**src/rtl/uart_tx_arbiter_pkg.sv**
```systemverilog
// Shared types and constants for the UART transmit arbiter.
package uart_tx_arbiter_pkg;

  typedef enum logic [2:0] {
    ST_ARB       = 3'd0,
    ST_SEND      = 3'd1,
    ST_WAIT_ACK  = 3'd2,
    ST_WAIT_DONE = 3'd3,
    ST_TAG       = 3'd4
  } arbState_t;

  localparam logic [3:0] TAG_NIBBLE = 4'hA;

  // Smallest r with 2**r >= n.
  function automatic int log2Ceil(input int n);
    int r;
    r = 0;
    for (int i = 0; i < 31; i++) begin
      r = ((32'sd1 <<< i) < n) ? (i + 1) : r;
    end
    return r;
  endfunction

endpackage

```
**src/rtl/uart_tx_arbiter_rr_arbiter.sv**
```systemverilog
// Combinational round-robin picker: the first requester after ptr (with wrap) wins.
module rr_arbiter
  import uart_tx_arbiter_pkg::*;
#(
  parameter int N_REQ = 4
) (
  input  logic [N_REQ-1:0]           req,
  input  logic [log2Ceil(N_REQ)-1:0] ptr,
  output logic [log2Ceil(N_REQ)-1:0] gntIdx,
  output logic                       anyReq
);

  localparam int IW = log2Ceil(N_REQ);

  int            cand;
  logic [IW-1:0] candIdx;
  logic          hit;

  // Scan ptr+1 .. ptr+N_REQ; only the first hit is kept.
  always_comb begin
    gntIdx  = '0;
    anyReq  = 1'b0;
    cand    = 0;
    candIdx = '0;
    hit     = 1'b0;
    for (int off = 1; off <= N_REQ; off++) begin
      cand    = (int'(ptr) + off) % N_REQ;
      candIdx = cand[IW-1:0];
      hit     = req[candIdx] & ~anyReq;
      gntIdx  = hit ? candIdx : gntIdx;
      anyReq  = anyReq | hit;
    end
  end

endmodule

```
**src/rtl/uart_tx_arbiter.sv**
```systemverilog
// Shares one UART transmitter among N_REQ byte-stream requesters with round-robin bursts.
// Define UART_ARB_SRC_TAG_EN to prefix each grant with a source tag byte {4'hA, grant_id}.
module uart_tx_arbiter
  import uart_tx_arbiter_pkg::*;
#(
  parameter int N_REQ     = 4,
  parameter int BITS      = 8,
  parameter int MAX_BURST = 16
) (
  input  logic                       clk,
  input  logic                       rst,
  input  logic [N_REQ-1:0]           req_valid,
  input  logic [N_REQ*BITS-1:0]      req_data,
  input  logic [N_REQ-1:0]           req_last,
  output logic [N_REQ-1:0]           req_ready,
  output logic                       tx_start,
  output logic [BITS-1:0]            tx_data,
  input  logic                       tx_busy,
  output logic                       grant_valid,
  output logic [log2Ceil(N_REQ)-1:0] grant_id
);

  localparam int IW      = log2Ceil(N_REQ);
  localparam int CW      = log2Ceil(MAX_BURST + 1);
  localparam int TAG_LOW = BITS - 4;
  localparam logic [CW-1:0]    BURST_MAX   = CW'(MAX_BURST);
  localparam logic [CW-1:0]    BURST_ONE   = CW'(32'd1);
  localparam logic [N_REQ-1:0] ONE_HOT_LSB = N_REQ'(32'd1);
`ifdef UART_ARB_SRC_TAG_EN
  localparam arbState_t GRANT_STATE = ST_TAG;
`else
  localparam arbState_t GRANT_STATE = ST_SEND;
`endif

  arbState_t       stateR, stateN;
  logic [IW-1:0]   gntIdR, gntIdN, ptrR, ptrN, pickIdx;
  logic            gntValidR, gntValidN;
  logic            lastR, lastN;
  logic            txStartR, txStartN;
  logic [CW-1:0]   burstCntR, burstCntN;
  logic [BITS-1:0] txDataR, txDataN, gntData;
  logic            anyReq, gntValidIn, gntLastIn, fire;

  rr_arbiter #(.N_REQ(N_REQ)) uPick (
    .req    (req_valid),
    .ptr    (ptrR),
    .gntIdx (pickIdx),
    .anyReq (anyReq)
  );

  assign gntData    = req_data[int'(gntIdR)*BITS +: BITS];
  assign gntValidIn = req_valid[gntIdR];
  assign gntLastIn  = req_last[gntIdR];
  assign fire       = (stateR == ST_SEND) && gntValidIn && !tx_busy;

  // Accept strobe: only the owner, only in the cycle its byte is taken.
  always_comb begin
    req_ready = '0;
    if (rst && fire) begin
      req_ready = ONE_HOT_LSB << gntIdR;
    end else begin
      req_ready = '0;
    end
  end

  // Next-state and next-output logic; tx_start is a one-cycle pulse by default-low.
  always_comb begin
    stateN    = stateR;
    gntIdN    = gntIdR;
    gntValidN = gntValidR;
    ptrN      = ptrR;
    burstCntN = burstCntR;
    lastN     = lastR;
    txStartN  = 1'b0;
    txDataN   = txDataR;
    case (stateR)
      ST_ARB: begin
        if (anyReq) begin
          gntIdN    = pickIdx;
          gntValidN = 1'b1;
          burstCntN = '0;
          lastN     = 1'b0;
          stateN    = GRANT_STATE;
        end else begin
          gntValidN = 1'b0;
        end
      end
      ST_TAG: begin
        // The tag leaves last and the burst count clear, so WAIT_DONE returns to SEND.
        if (!tx_busy) begin
          txStartN = 1'b1;
          txDataN  = {TAG_NIBBLE, TAG_LOW'(gntIdR)};
          stateN   = ST_WAIT_ACK;
        end else begin
          stateN = ST_TAG;
        end
      end
      ST_SEND: begin
        if (!gntValidIn) begin
          gntValidN = 1'b0;
          ptrN      = gntIdR;
          stateN    = ST_ARB;
        end else if (!tx_busy) begin
          txStartN  = 1'b1;
          txDataN   = gntData;
          lastN     = gntLastIn;
          burstCntN = burstCntR + BURST_ONE;
          stateN    = ST_WAIT_ACK;
        end else begin
          stateN = ST_SEND;
        end
      end
      ST_WAIT_ACK: begin
        if (tx_busy) begin
          stateN = ST_WAIT_DONE;
        end else begin
          stateN = ST_WAIT_ACK;
        end
      end
      ST_WAIT_DONE: begin
        if (tx_busy) begin
          stateN = ST_WAIT_DONE;
        end else if (lastR || (burstCntR == BURST_MAX)) begin
          gntValidN = 1'b0;
          ptrN      = gntIdR;
          stateN    = ST_ARB;
        end else begin
          stateN = ST_SEND;
        end
      end
      default: begin
        gntValidN = 1'b0;
        stateN    = ST_ARB;
      end
    endcase
  end

  // State and output registers; the pointer resets to N_REQ-1 so requester 0 wins first.
  always_ff @(posedge clk) begin
    if (!rst) begin
      stateR    <= ST_ARB;
      gntIdR    <= '0;
      gntValidR <= 1'b0;
      ptrR      <= IW'(N_REQ - 1);
      burstCntR <= '0;
      lastR     <= 1'b0;
      txStartR  <= 1'b0;
      txDataR   <= '0;
    end else begin
      stateR    <= stateN;
      gntIdR    <= gntIdN;
      gntValidR <= gntValidN;
      ptrR      <= ptrN;
      burstCntR <= burstCntN;
      lastR     <= lastN;
      txStartR  <= txStartN;
      txDataR   <= txDataN;
    end
  end

  assign tx_start    = txStartR;
  assign tx_data     = txDataR;
  assign grant_valid = gntValidR;
  assign grant_id    = gntIdR;

endmodule

```
**config.mk**
```make
export PLATFORM = sky130hd
export DESIGN_NAME = uart_tx_arbiter
export DESIGN_NICKNAME = d
export VERILOG_FILES = /design/src/rtl/uart_tx_arbiter_pkg.sv /design/src/rtl/uart_tx_arbiter_rr_arbiter.sv /design/src/rtl/uart_tx_arbiter.sv
export SDC_FILE = /design/constraint.sdc
export NUM_CORES = 1
export LEC_CHECK = 0
export CORE_ASPECT_RATIO = 1.2
export CORE_MARGIN = 5
export CORE_UTILIZATION = 47
export CTS_BUF_LIST = sky130_fd_sc_hd__clkbuf_8 sky130_fd_sc_hd__clkbuf_16
export DETAILED_ROUTE_END_ITERATION = 10
export GPL_TIMING_DRIVEN = 0
export PLACE_DENSITY = 0.86
export SLEW_MARGIN = 20
export SYNTH_ARGS = -nofsm -noshare
export SYNTH_HDL_FRONTEND = slang
export SYNTH_SLANG_ARGS = --single-unit
```
**constraint.sdc**
```tcl
create_clock -name clk -period 3.7 [get_ports clk]
set_input_delay 0.37 -clock clk [delete_from_list [all_inputs] [get_ports clk]]
set_output_delay 0.37 -clock clk [all_outputs]
set_load 0.03 [all_outputs]
```
==> results.py <==
metrics = {
    "floorplanning": {
        "core-area_um2": 3060,
        "dieHeight_um": 71.6,
        "rows": 22,
        "ios": 59,
        "die_area_um2": 4390,
        "die_x_um": 61.3,
        "start_util_pct": 48.6,
    },
    "sta": {
        "rsz0062_at_grt": "false",
        "worstMarginPinSlew_ps": 652,
        "post-route-period-util_pct": 84.4,
        "finalCriticalPeriod_ps": 3120,
        "max_freq_mhz": 320,
        "final_max_slew_viol_count": 0,
        "tns_ps": 0,
        "slew_headroom_pct": 56.2,
        "hold_viol_final": 0,
        "setup_violations": 0,
        "clock_skew_ps": 3.15,
    },
    "placement": {
        "place_congestion": 0.805,
        "io_buffers": 58,
        "placed_area_um2": 2110,
        "post-dp-hpwl_um": 3160,
    },
    "setup_path": {
        "crit_fanout": 8,
        "required_ps": 3330,
        "crit_arrival_ps": 2750,
        "worstSetupPathType": "input pin to primary output",
        "critPathLaunchType": "input pin",
        "setup.worst_path.end_class": "primary output",
    },
    "status": {
        "status": "complete, no violations",
    },
    "pwr": {
        "p_per_area_nw_per_um2": 357,
        "p_leak_nw": 0.808,
        "total_power_w": 0.000770,
        "ir_drop_v": 0.000250,
    },
    "drt": {
        "postRouteAntennaNets": 0,
        "drc": 0,
        "viasPerCell": 5.84,
        "drt_iter0_drc": 87,
        "wl_per_cell_um": 15.1,
        "totalWireLength_um": 4030,
        "first_pass_iters": 4,
        "vias": 1554,
    },
    "synth": {
        "seq_area_frac_synth_pct": 31.0,
        "ys_seq_elements": 23,
        "synth_cells": 168,
        "async_reset_ff_share_pct": 0,
        "avgSynthCellArea_um2": 8.84,
        "yosysUniqueCellTypes": 46,
        "ys.flop_type": "dfxtp_1",
        "synth-edff-count": 0,
        "syn_nets": 213,
        "synth-warning-count": 0,
        "syn_area_um2": 1490,
    },
    "global_route": {
        "grt_max_degree": 13,
        "grt_overflow": 0,
        "grt_first_pass_wirelength_um": 6460,
        "antenna_found_initial": 0,
        "track_usage_pct": 18.8,
        "grt_pass1_vias": 1374,
    },
    "clock_network": {
        "cts_hold_buf": 0,
        "clk_latency_ps": 260,
        "cts_tree": "yes",
        "cts_buffer_depth": 2,
        "cts_resized": 0,
        "cts_made_buffers": 3,
        "post-cts-setup-buffers": 0,
        "root_buffer": "clkbuf_8",
        "htree_levels": 1,
        "cts_sinks": 23,
        "clk_pin_slew_ps": 80,
    },
    "finish": {
        "diodes": 0,
        "drive_gt1_share_pct": 9.13,
        "n_fill_cell": 250,
        "layout.nets": 276,
        "design_area_um2": 2160,
        "syn2layout_area_growth_pct": 45.2,
    },
    "flow_run": {
        "maxCapViolCount": 0,
    },
    "worst_hold_path": {
        "hp-class": "flip-flop to flip-flop",
    },
}
==> Yosys cell counts, types with 4 or more instances <==
| master | count | share of area [%] |
|---|---|---|
| a21oi_1 | 6 | 2.0 |
| clkbuf_1 | 5 | 1.3 |
| dfxtp_1 | 23 | 31 |
| inv_1 | 13 | 3.3 |
| mux2i_1 | 6 | 4.0 |
| mux4_2 | 7 | 11 |
| nand2_1 | 23 | 5.8 |
| nand2b_1 | 6 | 2.5 |
| nand3_1 | 5 | 1.7 |
| nor2_1 | 8 | 2.0 |
| nor3_1 | 6 | 2.0 |
| o21ai_0 | 5 | 1.7 |
| o2bb2ai_1 | 4 | 2.4 |
==> stage by stage <==
step	utilization, %	hold slack (ps)	instances	worst slack (ps)
floorplan	-	435	168	1380
global placement	69.1	437	262	584
detailed placement	69.1	450	262	598
global route	70.6	480	266	460
finish	70.6	460	266	575
CTS	70.6	461	266	582
==> layout make-up <==
type	count	area (µm²)	area share, %
Buffer	10	48.8	2.26
Clock buffer	3	41.3	1.92
Clock inverter	1	3.75	0.174
Inverter	13	48.8	2.26
Multi-Input combinational cell	122	927	43.0
Sequential cell	23	460	21.4
Tap cell	36	45.0	2.09
Timing Repair Buffer	58	581	26.9
==> final timing paths <==
| path | cells after the start | from | endpoint | slack, ps |
|---|---|---|---|---|
| worst max-delay path | 6 | req_valid[1] | req_ready[3] | 580 |
| worst min-delay path | 2 | tx_data[7] | tx_data[7] | 460 |
| worst max register to register | 4 | grant_id[1] | burstCntR[0] | 1660 |
| worst min register to register | 2 | tx_data[7] | tx_data[7] | 460 |
==> sequential cells by signal, summed over array words and instances, names as in the netlist <==
name,flops
tx_data,8
burstCntR,5
stateR,3
grant_id,2
ptrR,2
grant_valid,1
lastR,1
tx_start,1
==> where the power goes <==
part	internal, W	leakage (nW)	switching [W]	total [W]
Clock	0.0000741	0.0269	0.0000796	0.000154
Combinational	0.000165	0.593	0.000164	0.000329
Sequential	0.000270	0.187	0.0000172	0.000287
Total	0.000510	0.808	0.000261	0.000770
==> logic make-up (layout without fill, tap and decap cells) <==
family          count (synthesis)  in the layout  share of synthesized area, %
buf+inv                        23             85                          6.57
mux                            15             15                          17.2
compound gates                 40             40                          20.4
fa+ha+maj                       2              2                          1.68
xor+xnor                        1              1                         0.590
simple gates                   64             64                          22.6
flops                          23             23                          31.0
==> critical path: stages <==
cell and delay (ps):
clkdlybuf4s50_1 510, mux4_2 610, nand3_1 300, inv_1 160, and3_1 210, clkdlybuf4s50_1 590
==> cells in the final DEF (no fill, tap or decap), types with 4 or more instances in the layout <==
cell type and n:
mux2i_1 6, nor3_1 6, clkdlybuf4s50_1 58, o2bb2ai_1 4, nand3_1 5, o21ai_0 5, mux4_2 7, clkbuf_1 5
dfxtp_1 23, nor2_1 8, a21oi_1 6, nand2b_1 6, nand2_1 23, inv_1 14
==> routing by layer <==
metal | track usage [%] | wire, µm
met1 | 25.1 | 1560
met2 | 32.4 | 2130
met3 | 2.70 | 324
met4 | 2.17 | 19
met5 | 0 | 0
Note: power is estimated with default switching activity, not from simulation.
